<file path="src/rtl/uart_pkg.sv">
// ---------------------------------------------------------------------------
// uart_pkg
// Shared definitions for the UART receiver (and its matching transmitter):
// frame width, default bit timing, FSM state encodings and a helper that
// derives the mid-start-bit sample point from the bit timing.
// ---------------------------------------------------------------------------
package uart_pkg;

    localparam int UART_DATA_BITS             = 8;
    localparam int UART_CLKS_PER_BIT_DEFAULT  = 120;
    localparam int UART_COUNT_WIDTH           = 16;

    typedef logic [UART_DATA_BITS-1:0]   uart_byte_t;
    typedef logic [UART_COUNT_WIDTH-1:0] uart_count_t;
    typedef logic [2:0]                  uart_state_t;

    // Receiver FSM encodings; kept as plain constants so the transmitter
    // and older tools can share them.
    localparam logic [2:0] ST_IDLE      = 3'd0;
    localparam logic [2:0] ST_START     = 3'd1;
    localparam logic [2:0] ST_DATA      = 3'd2;
    localparam logic [2:0] ST_STOP      = 3'd3;
    localparam logic [2:0] ST_WAIT_HIGH = 3'd4;

    // Counter value at which the start bit is re-checked (half a bit period).
    function automatic uart_count_t uart_half_bit(input int clks_per_bit);
        return uart_count_t'(clks_per_bit / 2);
    endfunction

endpackage : uart_pkg

</file>
<file path="src/rtl/uart_rx_sync.sv">
// ---------------------------------------------------------------------------
// uart_rx_sync
// Two-flop synchronizer bringing an asynchronous input into the I_clk domain.
// Both flops load RESET_VALUE on reset so an idle-high line does not look
// like a start bit while the chain refills.
//
// Ports:
//   I_clk    system clock
//   I_reset  synchronous, active-high reset
//   I_d      asynchronous input
//   O_q      synchronized output (2 cycles of latency)
// ---------------------------------------------------------------------------
module uart_rx_sync #(
    parameter logic RESET_VALUE = 1'b1
) (
    input  logic I_clk,
    input  logic I_reset,
    input  logic I_d,
    output logic O_q
);

    logic meta_q;
    logic sync_q;

    always_ff @(posedge I_clk) begin
        if (I_reset) begin
            meta_q <= RESET_VALUE;
            sync_q <= RESET_VALUE;
        end else begin
            meta_q <= I_d;
            sync_q <= meta_q;
        end
    end

    assign O_q = sync_q;

endmodule : uart_rx_sync

</file>
<file path="src/rtl/uart_rx.sv">
// ---------------------------------------------------------------------------
// uart_rx
// 8N1 serial receiver. Recovers bytes from the RX pin and hands them to the
// CPU side with a valid/ack handshake; flags overrun and framing errors.
// One bit period is CLKS_PER_BIT+1 cycles, matching the transmitter.
//
// Ports:
//   I_clk        system clock
//   I_reset      synchronous, active-high reset
//   I_rx         raw serial line (asynchronous)
//   I_ack        consumer takes the byte on O_data
//   O_data       last received byte, stable while O_valid=1
//   O_valid      byte available, held until I_ack
//   O_overrun    sticky: a byte arrived while the previous one was unacked
//   O_frame_err  one-cycle pulse: stop bit sampled low
//   O_busy       FSM is not in IDLE
//
// state     | meaning
// ----------+---------------------------------------------------------------
// IDLE      | line high, waiting for a falling edge on rx_s
// START     | counting to half a bit, then confirming the start bit is low
// DATA      | sampling 8 data bits, one per bit period, LSB first
// STOP      | sampling the stop bit; deliver on high, framing error on low
// WAIT_HIGH | after a framing error, wait for the line to return high
// ---------------------------------------------------------------------------
module uart_rx
    import uart_pkg::*;
#(
    parameter int CLKS_PER_BIT = UART_CLKS_PER_BIT_DEFAULT
) (
    input  logic                      I_clk,
    input  logic                      I_reset,
    input  logic                      I_rx,
    input  logic                      I_ack,
    output logic [UART_DATA_BITS-1:0] O_data,
    output logic                      O_valid,
    output logic                      O_overrun,
    output logic                      O_frame_err,
    output logic                      O_busy
);

    localparam uart_count_t CPB      = uart_count_t'(CLKS_PER_BIT);
    localparam uart_count_t HALF_BIT = uart_half_bit(CLKS_PER_BIT);
    localparam logic [2:0]  LAST_BIT = 3'(UART_DATA_BITS - 1);

    logic rx_s;

    uart_state_t state_q,     state_d;
    uart_count_t clk_count_q, clk_count_d;
    logic [2:0]  bit_idx_q,   bit_idx_d;
    uart_byte_t  shift_q,     shift_d;
    uart_byte_t  data_q,      data_d;
    logic        valid_q,     valid_d;
    logic        overrun_q,   overrun_d;
    logic        frame_err_q, frame_err_d;
    logic        busy_q,      busy_d;

    uart_rx_sync #(
        .RESET_VALUE (1'b1)
    ) u_sync (
        .I_clk   (I_clk),
        .I_reset (I_reset),
        .I_d     (I_rx),
        .O_q     (rx_s)
    );

    always_comb begin
        state_d     = state_q;
        clk_count_d = clk_count_q;
        bit_idx_d   = bit_idx_q;
        shift_d     = shift_q;
        data_d      = data_q;
        valid_d     = valid_q;
        overrun_d   = overrun_q;
        frame_err_d = 1'b0;

        // Ack is applied first so that a delivery in the same cycle wins.
        if (I_ack && valid_q) begin
            valid_d   = 1'b0;
            overrun_d = 1'b0;
        end

        unique case (state_q)
            ST_IDLE: begin
                clk_count_d = '0;
                bit_idx_d   = '0;
                if (!rx_s) begin
                    state_d = ST_START;
                end
            end

            ST_START: begin
                if (clk_count_q == HALF_BIT) begin
                    clk_count_d = '0;
                    if (!rx_s) begin
                        state_d   = ST_DATA;
                        bit_idx_d = '0;
                    end else begin
                        // Too short to be a start bit: drop it silently.
                        state_d = ST_IDLE;
                    end
                end else begin
                    clk_count_d = clk_count_q + 1'b1;
                end
            end

            ST_DATA: begin
                if (clk_count_q == CPB) begin
                    clk_count_d        = '0;
                    shift_d[bit_idx_q] = rx_s;
                    if (bit_idx_q == LAST_BIT) begin
                        state_d = ST_STOP;
                    end else begin
                        bit_idx_d = bit_idx_q + 1'b1;
                    end
                end else begin
                    clk_count_d = clk_count_q + 1'b1;
                end
            end

            ST_STOP: begin
                if (clk_count_q == CPB) begin
                    clk_count_d = '0;
                    if (rx_s) begin
                        // Return to IDLE at mid-stop-bit so a frame that
                        // starts right after this stop bit is not missed.
                        state_d   = ST_IDLE;
                        data_d    = shift_q;
                        valid_d   = 1'b1;
                        overrun_d = overrun_q | (valid_q & ~I_ack);
                        if (I_ack) begin
                            overrun_d = 1'b0;
                        end
                    end else begin
                        frame_err_d = 1'b1;
                        state_d     = ST_WAIT_HIGH;
                    end
                end else begin
                    clk_count_d = clk_count_q + 1'b1;
                end
            end

            ST_WAIT_HIGH: begin
                clk_count_d = '0;
                if (rx_s) begin
                    state_d = ST_IDLE;
                end
            end

            default: begin
                state_d     = ST_IDLE;
                clk_count_d = '0;
                bit_idx_d   = '0;
            end
        endcase

        busy_d = (state_d != ST_IDLE);
    end

    always_ff @(posedge I_clk) begin
        if (I_reset) begin
            state_q     <= ST_IDLE;
            clk_count_q <= '0;
            bit_idx_q   <= '0;
            shift_q     <= '0;
            data_q      <= '0;
            valid_q     <= 1'b0;
            overrun_q   <= 1'b0;
            frame_err_q <= 1'b0;
            busy_q      <= 1'b0;
        end else begin
            state_q     <= state_d;
            clk_count_q <= clk_count_d;
            bit_idx_q   <= bit_idx_d;
            shift_q     <= shift_d;
            data_q      <= data_d;
            valid_q     <= valid_d;
            overrun_q   <= overrun_d;
            frame_err_q <= frame_err_d;
            busy_q      <= busy_d;
        end
    end

    assign O_data      = data_q;
    assign O_valid     = valid_q;
    assign O_overrun   = overrun_q;
    assign O_frame_err = frame_err_q;
    assign O_busy      = busy_q;

endmodule : uart_rx

</file>
<file path="config.mk">
export PLATFORM = sky130hd
export DESIGN_NAME = uart_rx
export DESIGN_NICKNAME = d
export VERILOG_FILES = /design/src/rtl/uart_pkg.sv /design/src/rtl/uart_rx_sync.sv /design/src/rtl/uart_rx.sv
export SDC_FILE = /design/constraint.sdc
export NUM_CORES = 1
export LEC_CHECK = 0
export CORE_MARGIN = 10
export CORE_UTILIZATION = 50
export DETAILED_ROUTE_END_ITERATION = 10
export GPL_TIMING_DRIVEN = 0
export PLACE_DENSITY = 0.7
export SLEW_MARGIN = 0
export SYNTH_ARGS = -nofsm -noshare
export SYNTH_HDL_FRONTEND = slang
export SYNTH_SLANG_ARGS = --single-unit
</file>
<file path="constraint.sdc">
create_clock -name I_clk -period 4 [get_ports I_clk]
set_clock_uncertainty 0.05 [all_clocks]
set_input_delay 0.8 -clock I_clk [delete_from_list [all_inputs] [get_ports I_clk]]
set_output_delay 0.8 -clock I_clk [all_outputs]
set_load 0.02 [all_outputs]
</file>
==> out/qor.csv, run 1 <==
metric,value,unit
synth.largest_area_cell,dfxtp_1,
synth_top_family_by_area,simple AND/OR/NAND/NOR gates,
clockRootBuffer,clkbuf_8,
postSynthAreaPerCell,9.048,µm²
holdWs,0.3648,ns
die_h,84.38,µm
area_growth,15.16,%
p_leak,0.0009067,µW
swShare,21.31,%
synth.most_common_cell,nor2_1,
tightest_slew,0.7507,ns
portBuffers,14,
ys_seq_area_share,42.51,%
dp_cells,293,
nNetsFinal,258,
net-switching-power,172.1,µW
die-area,7119,µm²
ys_types,47,
initial_core_util,51.80,%
min_from,u_sync.meta_q,
die_w,84.38,µm
dp_hpwl,2910,µm
synth_ff_type,dfxtp_1,
drive_gt1_share,11.55,%
setup_tns,0,ns
ctsResizeCount,0,
register_area,880.8,µm²
antenna_cells,0,
synth_area_leaders,"dfxtp_1 (43%), nor2_1 (8.2%), mux2i_1 (7.7%), nand4_1 (3.0%), xnor2_1 (3.0%)",
cts_setup_buffers,0,
crit_fanout,10,
clk_latency,0.30,ns
timing.slew.headroom,49.84,%
drv_cap,0,
clk_path_buf_depth,2,
ys_ff_latch,44,
ctsHoldBuffers,0,
ir_worst_vdd,255.6,µV
p_int,635.4,µW
async_reset_ff_share,0,%
fin_ws,1.809,ns
gp_congestion,0.8022,
synth_top_area_share,42.51,%
grt_overflow_total,0,
drt_iter0_drc,101,
final_cells,301,
rsz0062_at_grt,no,
first_pass_iters,4,
grt_pass1_wl,7079,µm
fin_crit,2.191,ns
cts-buffers-inserted,5,
crit_path_end,clk_count_q[4],
grt_pass1_vias,1529,
critPathLaunchType,flip-flop,
ys_top_cells_by_count,"nor2_1 (45), dfxtp_1 (44), mux2i_1 (16)",
required,4.14,ns
powerDensity,338.4,nW/µm²
crit_type,reg2reg,
reg2reg_slack,1.81,ns
postRouteAntennaNets,0,
synth-edff-count,0,
drcViolationCount,0,
rr_worst_depth,8,
muxShareOfSynthArea,8.273,%
hold_viol,0,
vias,1620,
grtUsageTotal,11.90,%
finalSetupViolCount,0,
synthXorXnorAreaFrac,5.918,%
crit_start,clk_count_q[0],
wirelength,4063,µm
comb_power_share,3.3,%
place_ws,1.805,ns
nFillCells,365,
pwr-share-seq,54.6,%
reg2reg_from,clk_count_q[0],
synth_compound_area_share,6.039,%
multi_input_area,1084,µm²
endpoint_kind,flip-flop,
clock_sinks,44,
status,completed,
viasPerCell,5.382,
grt_start_max_net_pins,15,
synth-adder-area-share,2.415,%
min_period_over_period,54.77,%
arrival,2.34,ns
slew_violations,0,
pin_count,16,
synth_nets,237,
fp-row-count,23,
clkPwrFrac,42.1,%
r2r-end,clk_count_q[4],
synth-simple-area-share,29.65,%
path_clk_slew,0.08,ns
syn-instance-count,229,
yosysWarnings,0,
fmax,0.4565,GHz
wl_per_cell,13.50,µm
core,4000,µm²
cts_tree,yes,
syn_area,2072,µm²
antenna_found_initial,0,
hp-class,reg2reg,
htreeDepth,2,
metrics by stage:
stage / util (%) / power (µW) / area, µm²
detailed placement: 56.87 / 478.2 / 2275
global placement: 56.87 / 477.8 / 2275
CTS: 59.65 / 817.6 / 2386
finish: 59.65 / 807.4 / 2386
global route: 59.65 / 839.6 / 2386
floorplan: - / 469.8 / 2072
layout by cell type, fill, tap and decap left out, drive strengths merged, types with 2 or more instances in the layout:
cell,n
a21oi,7
and2b,2
and3,3
and4,3
buf,6
clkbuf,10
clkdlybuf4s50,14
dfxtp,44
ha,4
inv,10
mux2i,16
nand2,9
nand3,8
nand3b,3
nand4,12
nor2,45
nor2b,2
nor3,3
nor3b,2
nor4,5
nor4b,2
o21ai,7
or2,3
xnor2,7
xor2,7
per-layer routing:
metal	track usage [%]	share of wire [%]
met1	15.11	51
met2	17.43	42
met3	4.734	5.8
met4	4.940	1.1
met5	0	0
state kept, by name (all words and copies together) (netlist names):
register / count
clk_count_q: 16
shift_q: 8
O_frame_err: 1
bit_idx_q: 3
O_busy: 1
O_overrun: 1
O_data: 8
u_sync.meta_q: 1
u_sync.O_q: 1
state_q: 3
O_valid: 1
layout make-up:
cell class	instances	area share, %
plain buffers	11	2.937
clock buffers	5	2.884
clock inverters	3	1.783
inverters	10	1.573
multi-input cells	164	45.41
flip-flops and latches	44	36.92
well taps	50	2.622
repair buffers	14	5.873
power groups by stage:
stage               Clock (µW)  Combinational (µW)  Sequential (µW)
floorplan                    0                17.9              452
global placement             0                26.4              451
detailed placement           0                26.7              451
CTS                        350                26.7              441
global route               368                29.7              441
finish                     340                26.7              441
critical path, stage by stage, from the launching register on:
cell	delay [ns]
dfxtp_1	0.35
inv_1	0.07
ha_1	0.19
nor4bb_1	0.42
nand4_2	0.24
mux2_2	0.34
nand2_2	0.15
buf_4	0.21
nor2_1	0.07
kinds of logic after synthesis:
kind of cell               after synthesis
DFF                                     44
muxes                                   17
and+or+nand+nor                        109
buffers and inverters                   21
AOI/OAI and AO/OA                       20
adders and majority gates                4
xor gates and xnor gates                14
worst min-delay path by stage:
stage	end	slack [ns]	cells past startpoint
2_1_floorplan	u_sync.O_q	0.34	1
3_3_place_gp	u_sync.O_q	0.34	1
3_5_place_dp	u_sync.O_q	0.35	1
4_1_cts	u_sync.O_q	0.37	1
5_1_grt	u_sync.O_q	0.39	1
6_report	u_sync.O_q	0.36	1
(Power assumes the default switching activity.)
==> run 2, diff against run 1 <==
clock period = 2.25 ns   (was 4 ns; I/O delays follow)
==> run 2 against run 1 <==
Wire length rose by 1.4%. Flip-flop and latch count did not move. First-iteration DRC count fell by 19%. Global-route usage did not move. Cell count rose by 0.66%. Final area rose by 1.1%. Via count barely moved. Worst setup slack got worse by 1.7 ns. Critical path type unchanged.
==> out/qor.csv, run 2 (synthesized netlist as in run 1, its figures left out) <==
metric,value,unit,change
status,completed,,unchanged
slowest_stage,nor4bb_2,,was nor4bb_1
hold_viol,0,,unchanged
htreeDepth,2,,unchanged
comb_power_share,3.3,%,about the same
slew_violations,0,,unchanged
die-area,7119,µm²,unchanged
p_leak,0.0009203,µW,was 0.0009067 µW
tightest_slew,0.4696,ns,was 0.7507 ns
min_from,I_reset,,was u_sync.meta_q
postRouteAntennaNets,0,,unchanged
wl_per_cell,13.59,µm,was 13.50 µm
p_int,1130,µW,was 635.4 µW
dp_hpwl,2910,µm,unchanged
final_cell_mix,"nor2_1 (45), dfxtp_1 (44), mux2i_1 (16)",,unchanged
antenna_found_initial,0,,unchanged
die_w,84.38,µm,unchanged
whs_endpoint,O_overrun,,was u_sync.O_q
timing.slew.headroom,68.43,%,was 49.84%
critPathMaxStageDelay,0.37,ns,was 0.42 ns
final_common_cell,nor2_1,,unchanged
cts-buffers-inserted,5,,unchanged
hold_depth,2,,was 1
grt_start_max_net_pins,15,,unchanged
crit_type,reg2reg,,unchanged
rsz0062_at_grt,no,,unchanged
grt_pass1_vias,1529,,unchanged
clk_latency,0.30,ns,about the same
grtUsageTotal,11.90,%,unchanged
nFillCells,361,,was 365
antenna_cells,0,,unchanged
largest_reg_flops,16,,unchanged
reg2reg_slack,0.14,ns,was 1.81 ns
clock_sinks,44,,unchanged
vias,1619,,"was 1,620"
finalSetupViolCount,0,,unchanged
drt_iter0_drc,82,,was 101
required,2.40,ns,was 4.14 ns
place_ws,0.05494,ns,was 1.805 ns
hp-class,in2reg,,was reg2reg
clockRootBuffer,clkbuf_8,,unchanged
critPathBufInv,2,,unchanged
p_total,1436,µW,was 807.4 µW
first_pass_iters,4,,unchanged
worstPathCellList,inv_1 > ha_1 > nor4bb_2 > nand4_2 > mux2_2 > nand2_2 > buf_4 > nor2_1,,was inv_1 > ha_1 > nor4bb_1 > nand4_2 > mux2_2 > nand2_2 > buf_4 > nor2_1
gp_congestion,0.8022,,unchanged
endpoint_kind,flip-flop,,unchanged
arrival,2.26,ns,was 2.34 ns
crit_family,simple AND/OR/NAND/NOR gates,,unchanged
powerDensity,595.3,nW/µm²,was 338.4 nW/µm²
crit_fanout,10,,unchanged
drcViolationCount,0,,unchanged
ir_worst_vdd,454.3,µV,was 255.6 µV
ctsHoldBuffers,0,,unchanged
pwr-share-seq,54.6,%,about the same
area_growth,16.42,%,was 15.16%
swShare,21.35,%,was 21.31%
path_clk_slew,0.08,ns,about the same
wirelength,4119,µm,was 4063 µm
fin_crit,2.109,ns,was 2.191 ns
portBuffers,14,,unchanged
initial_core_util,51.80,%,unchanged
die_h,84.38,µm,unchanged
drv_cap,0,,unchanged
viasPerCell,5.343,,was 5.382
setup_tns,0,ns,unchanged
fp-row-count,23,,unchanged
critPathLaunchType,flip-flop,,unchanged
min_period_over_period,93.74,%,was 54.77%
r2r-end,clk_count_q[4],,unchanged
clkPwrFrac,42.1,%,about the same
drive_gt1_share,13.04,%,was 11.55%
grt_overflow_total,0,,unchanged
net-switching-power,306.6,µW,was 172.1 µW
pin_count,16,,unchanged
largest-register,clk_count_q,,unchanged
reg2reg_from,clk_count_q[0],,unchanged
core,4000,µm²,unchanged
clk_path_buf_depth,2,,unchanged
fin_ws,0.1409,ns,was 1.809 ns
grt_pass1_wl,7079,µm,unchanged
fmax,0.4741,GHz,was 0.4565 GHz
rr_worst_depth,8,,unchanged
nNetsFinal,260,,was 258
cts_tree,yes,,unchanged
-- run 2: cell types whose count changed in the layout (fill, tap and decap cells not counted), sizes merged --
cell | previous run | this run
buf | 6 | 8
-- run 2: cell type report --
type | count | area, µm² | share of cell area [%]
Clock inverter | 3 | 42.54 | 1.763
Tap cell | 50 | 62.56 | 2.593
Timing Repair Buffer | 16 | 155.1 | 6.432
Buffer | 11 | 70.07 | 2.905
Sequential cell | 44 | 880.8 | 36.51
Multi-Input combinational cell | 164 | 1095 | 45.38
Clock buffer | 5 | 68.82 | 2.853
Inverter | 10 | 37.54 | 1.556
-- run 2: power groups by stage --
stage / combinational, µW / clock, µW / sequential [µW]
6_report: 48.1 / 604 / 784
5_1_grt: 53.4 / 655 / 785
2_1_floorplan: 31.8 / 0 / 803
3_3_place_gp: 47.0 / 0 / 802
3_5_place_dp: 47.5 / 0 / 803
4_1_cts: 47.5 / 622 / 784
-- run 2: worst max path at each step --
stage	start	end	slack [ns]	cells after the start
after CTS	clk_count_q[0]	clk_count_q[4]	0.04	8
after floorplan	clk_count_q[0]	shift_q[2]	0.37	8
final	clk_count_q[0]	clk_count_q[4]	0.14	8
after global placement	clk_count_q[0]	clk_count_q[5]	0.13	8
after global routing	clk_count_q[0]	clk_count_q[4]	0.01	8
after detailed placement	clk_count_q[0]	clk_count_q[4]	0.05	8
-- run 2: what timing repair did --
action | CTS | global route
resized for setup | 0 | 2
setup buffers | 0 | 2
endpoints found under the setup margin | 0 | 13
-- run 2: metal layers --
layer  vias to the layer above  track usage (%)  routed length, µm
met5                         -                0                  0
met4                         0            4.940                 65
met3                         7            4.734                220
met2                        22            17.43               1680
met1                       754            15.11               2152
li1                        836                -                  -
-- run 2: per-stage QoR --
| stage | cells | utilization [%] | hold WS [ns] | instance area, µm² |
|---|---|---|---|---|
| after global placement | 293 | 56.87 | 0.3406 | 2275 |
| after CTS | 301 | 59.65 | 0.3113 | 2386 |
| after global routing | 303 | 60.31 | 0.3130 | 2412 |
| final | 303 | 60.31 | 0.3196 | 2412 |
| after floorplan | 229 | - | 0.3395 | 2072 |
| after detailed placement | 293 | 56.87 | 0.3460 | 2275 |
==> run 3, diff against run 2 <==
CORE_UTILIZATION = 25   (was 50)
PLACE_DENSITY = not set   (was 0.7)
==> run 3 against run 2 <==
Register-to-register slack improved by 0.05 ns. Final area is 5.6% higher. Combinational power barely moved. Flip-flop and latch count is the same. Hold slack got worse by 0.00077 ns. Maximum frequency increased by 2.7%.
==> out/qor.csv, run 3 (synthesized netlist as in run 1, its figures left out) <==
metric,value,unit,change
status,completed,,unchanged
comb_power_share,2.9,%,was 3.3%
viasPerCell,4.559,,was 5.343
powerDensity,649.0,nW/µm²,was 595.3 nW/µm²
place_ws,0.05370,ns,was 0.05494 ns
slew_violations,0,,unchanged
grt_start_max_net_pins,15,,unchanged
final_common_cell,nor2_1,,unchanged
first_pass_iters,4,,unchanged
grt_pass1_vias,1499,,"was 1,529"
die-area,12330,µm²,was 7119 µm²
htreeDepth,2,,unchanged
antenna_found_initial,0,,unchanged
crit_fanout,10,,unchanged
wl_per_cell,11.39,µm,was 13.59 µm
portBuffers,14,,unchanged
final_cell_mix,"nor2_1 (45), dfxtp_1 (44), mux2i_1 (16)",,unchanged
cts_setup_buffers,0,,unchanged
fp-row-count,33,,was 23
largest-register,clk_count_q,,unchanged
clock_sinks,44,,unchanged
timing.slew.headroom,52.35,%,was 68.43%
ir_worst_vdd,281.7,µV,was 454.3 µV
wirelength,4055,µm,was 4119 µm
register_area,880.8,µm²,unchanged
cts-buffers-inserted,5,,unchanged
p_leak,0.0009322,µW,was 0.0009203 µW
worstPathCellList,clkbuf_1 > nor3b_1 > and4_1 > mux2i_1 > nor2_1,,was inv_1 > ha_1 > nor4bb_2 > nand4_2 > mux2_2 > nand2_2 > buf_4 > nor2_1
finalSetupViolCount,0,,unchanged
drt_iter0_drc,102,,was 82
grt_pass1_wl,7107,µm,was 7079 µm
required,2.38,ns,was 2.40 ns
clk_path_buf_depth,2,,unchanged
drcViolationCount,0,,unchanged
area_growth,22.95,%,was 16.42%
critPathLaunchType,flip-flop,,unchanged
clockRootBuffer,clkbuf_8,,unchanged
arrival,2.18,ns,was 2.26 ns
clkPwrFrac,49.7,%,was 42.1%
pwr-share-seq,47.4,%,was 54.6%
grt_overflow_total,0,,unchanged
ctsHoldBuffers,0,,unchanged
fin_crit,2.054,ns,was 2.109 ns
cts_tree,yes,,unchanged
initial_core_util,25.47,%,was 51.80%
drv_cap,0,,unchanged
setup_tns,0,ns,unchanged
critPathMaxStageDelay,0.65,ns,was 0.37 ns
fin_ws,0.1955,ns,was 0.1409 ns
rsz0062_at_grt,no,,unchanged
endpoint_kind,flip-flop,,unchanged
nFillCells,826,,was 361
die_w,111.0,µm,was 84.38 µm
postRouteAntennaNets,0,,unchanged
hold_depth,2,,unchanged
largest_reg_flops,16,,unchanged
slowest_stage,nor3b_1,,was nor4bb_2
vias,1623,,"was 1,619"
net-switching-power,297.1,µW,was 306.6 µW
path_clk_slew,0.08,ns,about the same
p_int,1356,µW,was 1130 µW
gp_congestion,0.8301,,was 0.8022
clk_latency,0.29,ns,was 0.30 ns
dp_hpwl,2987,µm,was 2910 µm
min_period_over_period,91.31,%,was 93.74%
tightest_slew,0.7132,ns,was 0.4696 ns
ctsResizeCount,0,,unchanged
critPathBufInv,1,,was 2
hold_viol,0,,unchanged
rr_worst_depth,5,,was 8
fmax,0.4867,GHz,was 0.4741 GHz
antenna_cells,0,,unchanged
nNetsFinal,258,,was 260
die_h,111.0,µm,was 84.38 µm
crit_type,reg2reg,,unchanged
multi_input_area,1129,µm²,was 1095 µm²
swShare,17.97,%,was 21.35%
hp-class,in2reg,,unchanged
cp_num_cells,5,,was 8
grtUsageTotal,6.660,%,was 11.90%
crit_family,simple AND/OR/NAND/NOR gates,,unchanged
pin_count,16,,unchanged
core,8134,µm²,was 4000 µm²
drive_gt1_share,12.75,%,was 13.04%
run 3: worst register-to-register path, stage by stage (launching register included):
cell	delay (ns)
dfxtp_1	0.33
clkbuf_1	0.32
nor3b_1	0.65
and4_1	0.34
mux2i_1	0.19
nor2_1	0.05
run 3: final timing paths:
kind	from	endpoint	slack, ns
max	state_q[1]	shift_q[2]	0.20
min	I_reset	O_overrun	0.32
max reg2reg	state_q[1]	shift_q[2]	0.20
min reg2reg	u_sync.meta_q	u_sync.O_q	0.37
run 3: cell type report:
type                    count  area share [%]
clock inverters             3           3.536
clock buffers               5           2.701
flip-flops and latches     44           34.58
inverters                  10           1.473
repair buffers             14           5.501
plain buffers              11           2.750
multi-input cells         164           44.30
well taps                 105           5.157
run 3: power by group through the flow:
stage | sequential [µW] | combinational [µW] | clock, µW
3_3_place_gp | 802 | 47.9 | 0
2_1_floorplan | 803 | 31.8 | 0
3_5_place_dp | 803 | 47.5 | 0
5_1_grt | 785 | 53.3 | 882
4_1_cts | 784 | 47.7 | 851
6_report | 784 | 48.2 | 821
run 3: through the flow:
stage | cell area [µm²] | total power (µW) | utilization (%) | hold WS [ns] | std cells
CTS | 2502 | 1683 | 30.76 | 0.3101 | 356
global route | 2547 | 1721 | 31.32 | 0.3133 | 356
detailed placement | 2344 | 850.2 | 28.81 | 0.3505 | 348
floorplan | 2072 | 835.2 | - | 0.3395 | 229
global placement | 2344 | 850.4 | 28.81 | 0.3463 | 348
finish | 2547 | 1653 | 31.32 | 0.3188 | 356
run 3: layer usage:
metal,vias to the layer above,GRT usage (%),wire length [µm]
met5,-,0,0
met4,0,3.342,55
met3,4,1.948,135
met2,20,9.631,1797
met1,763,8.732,2067
li1,836,-,-
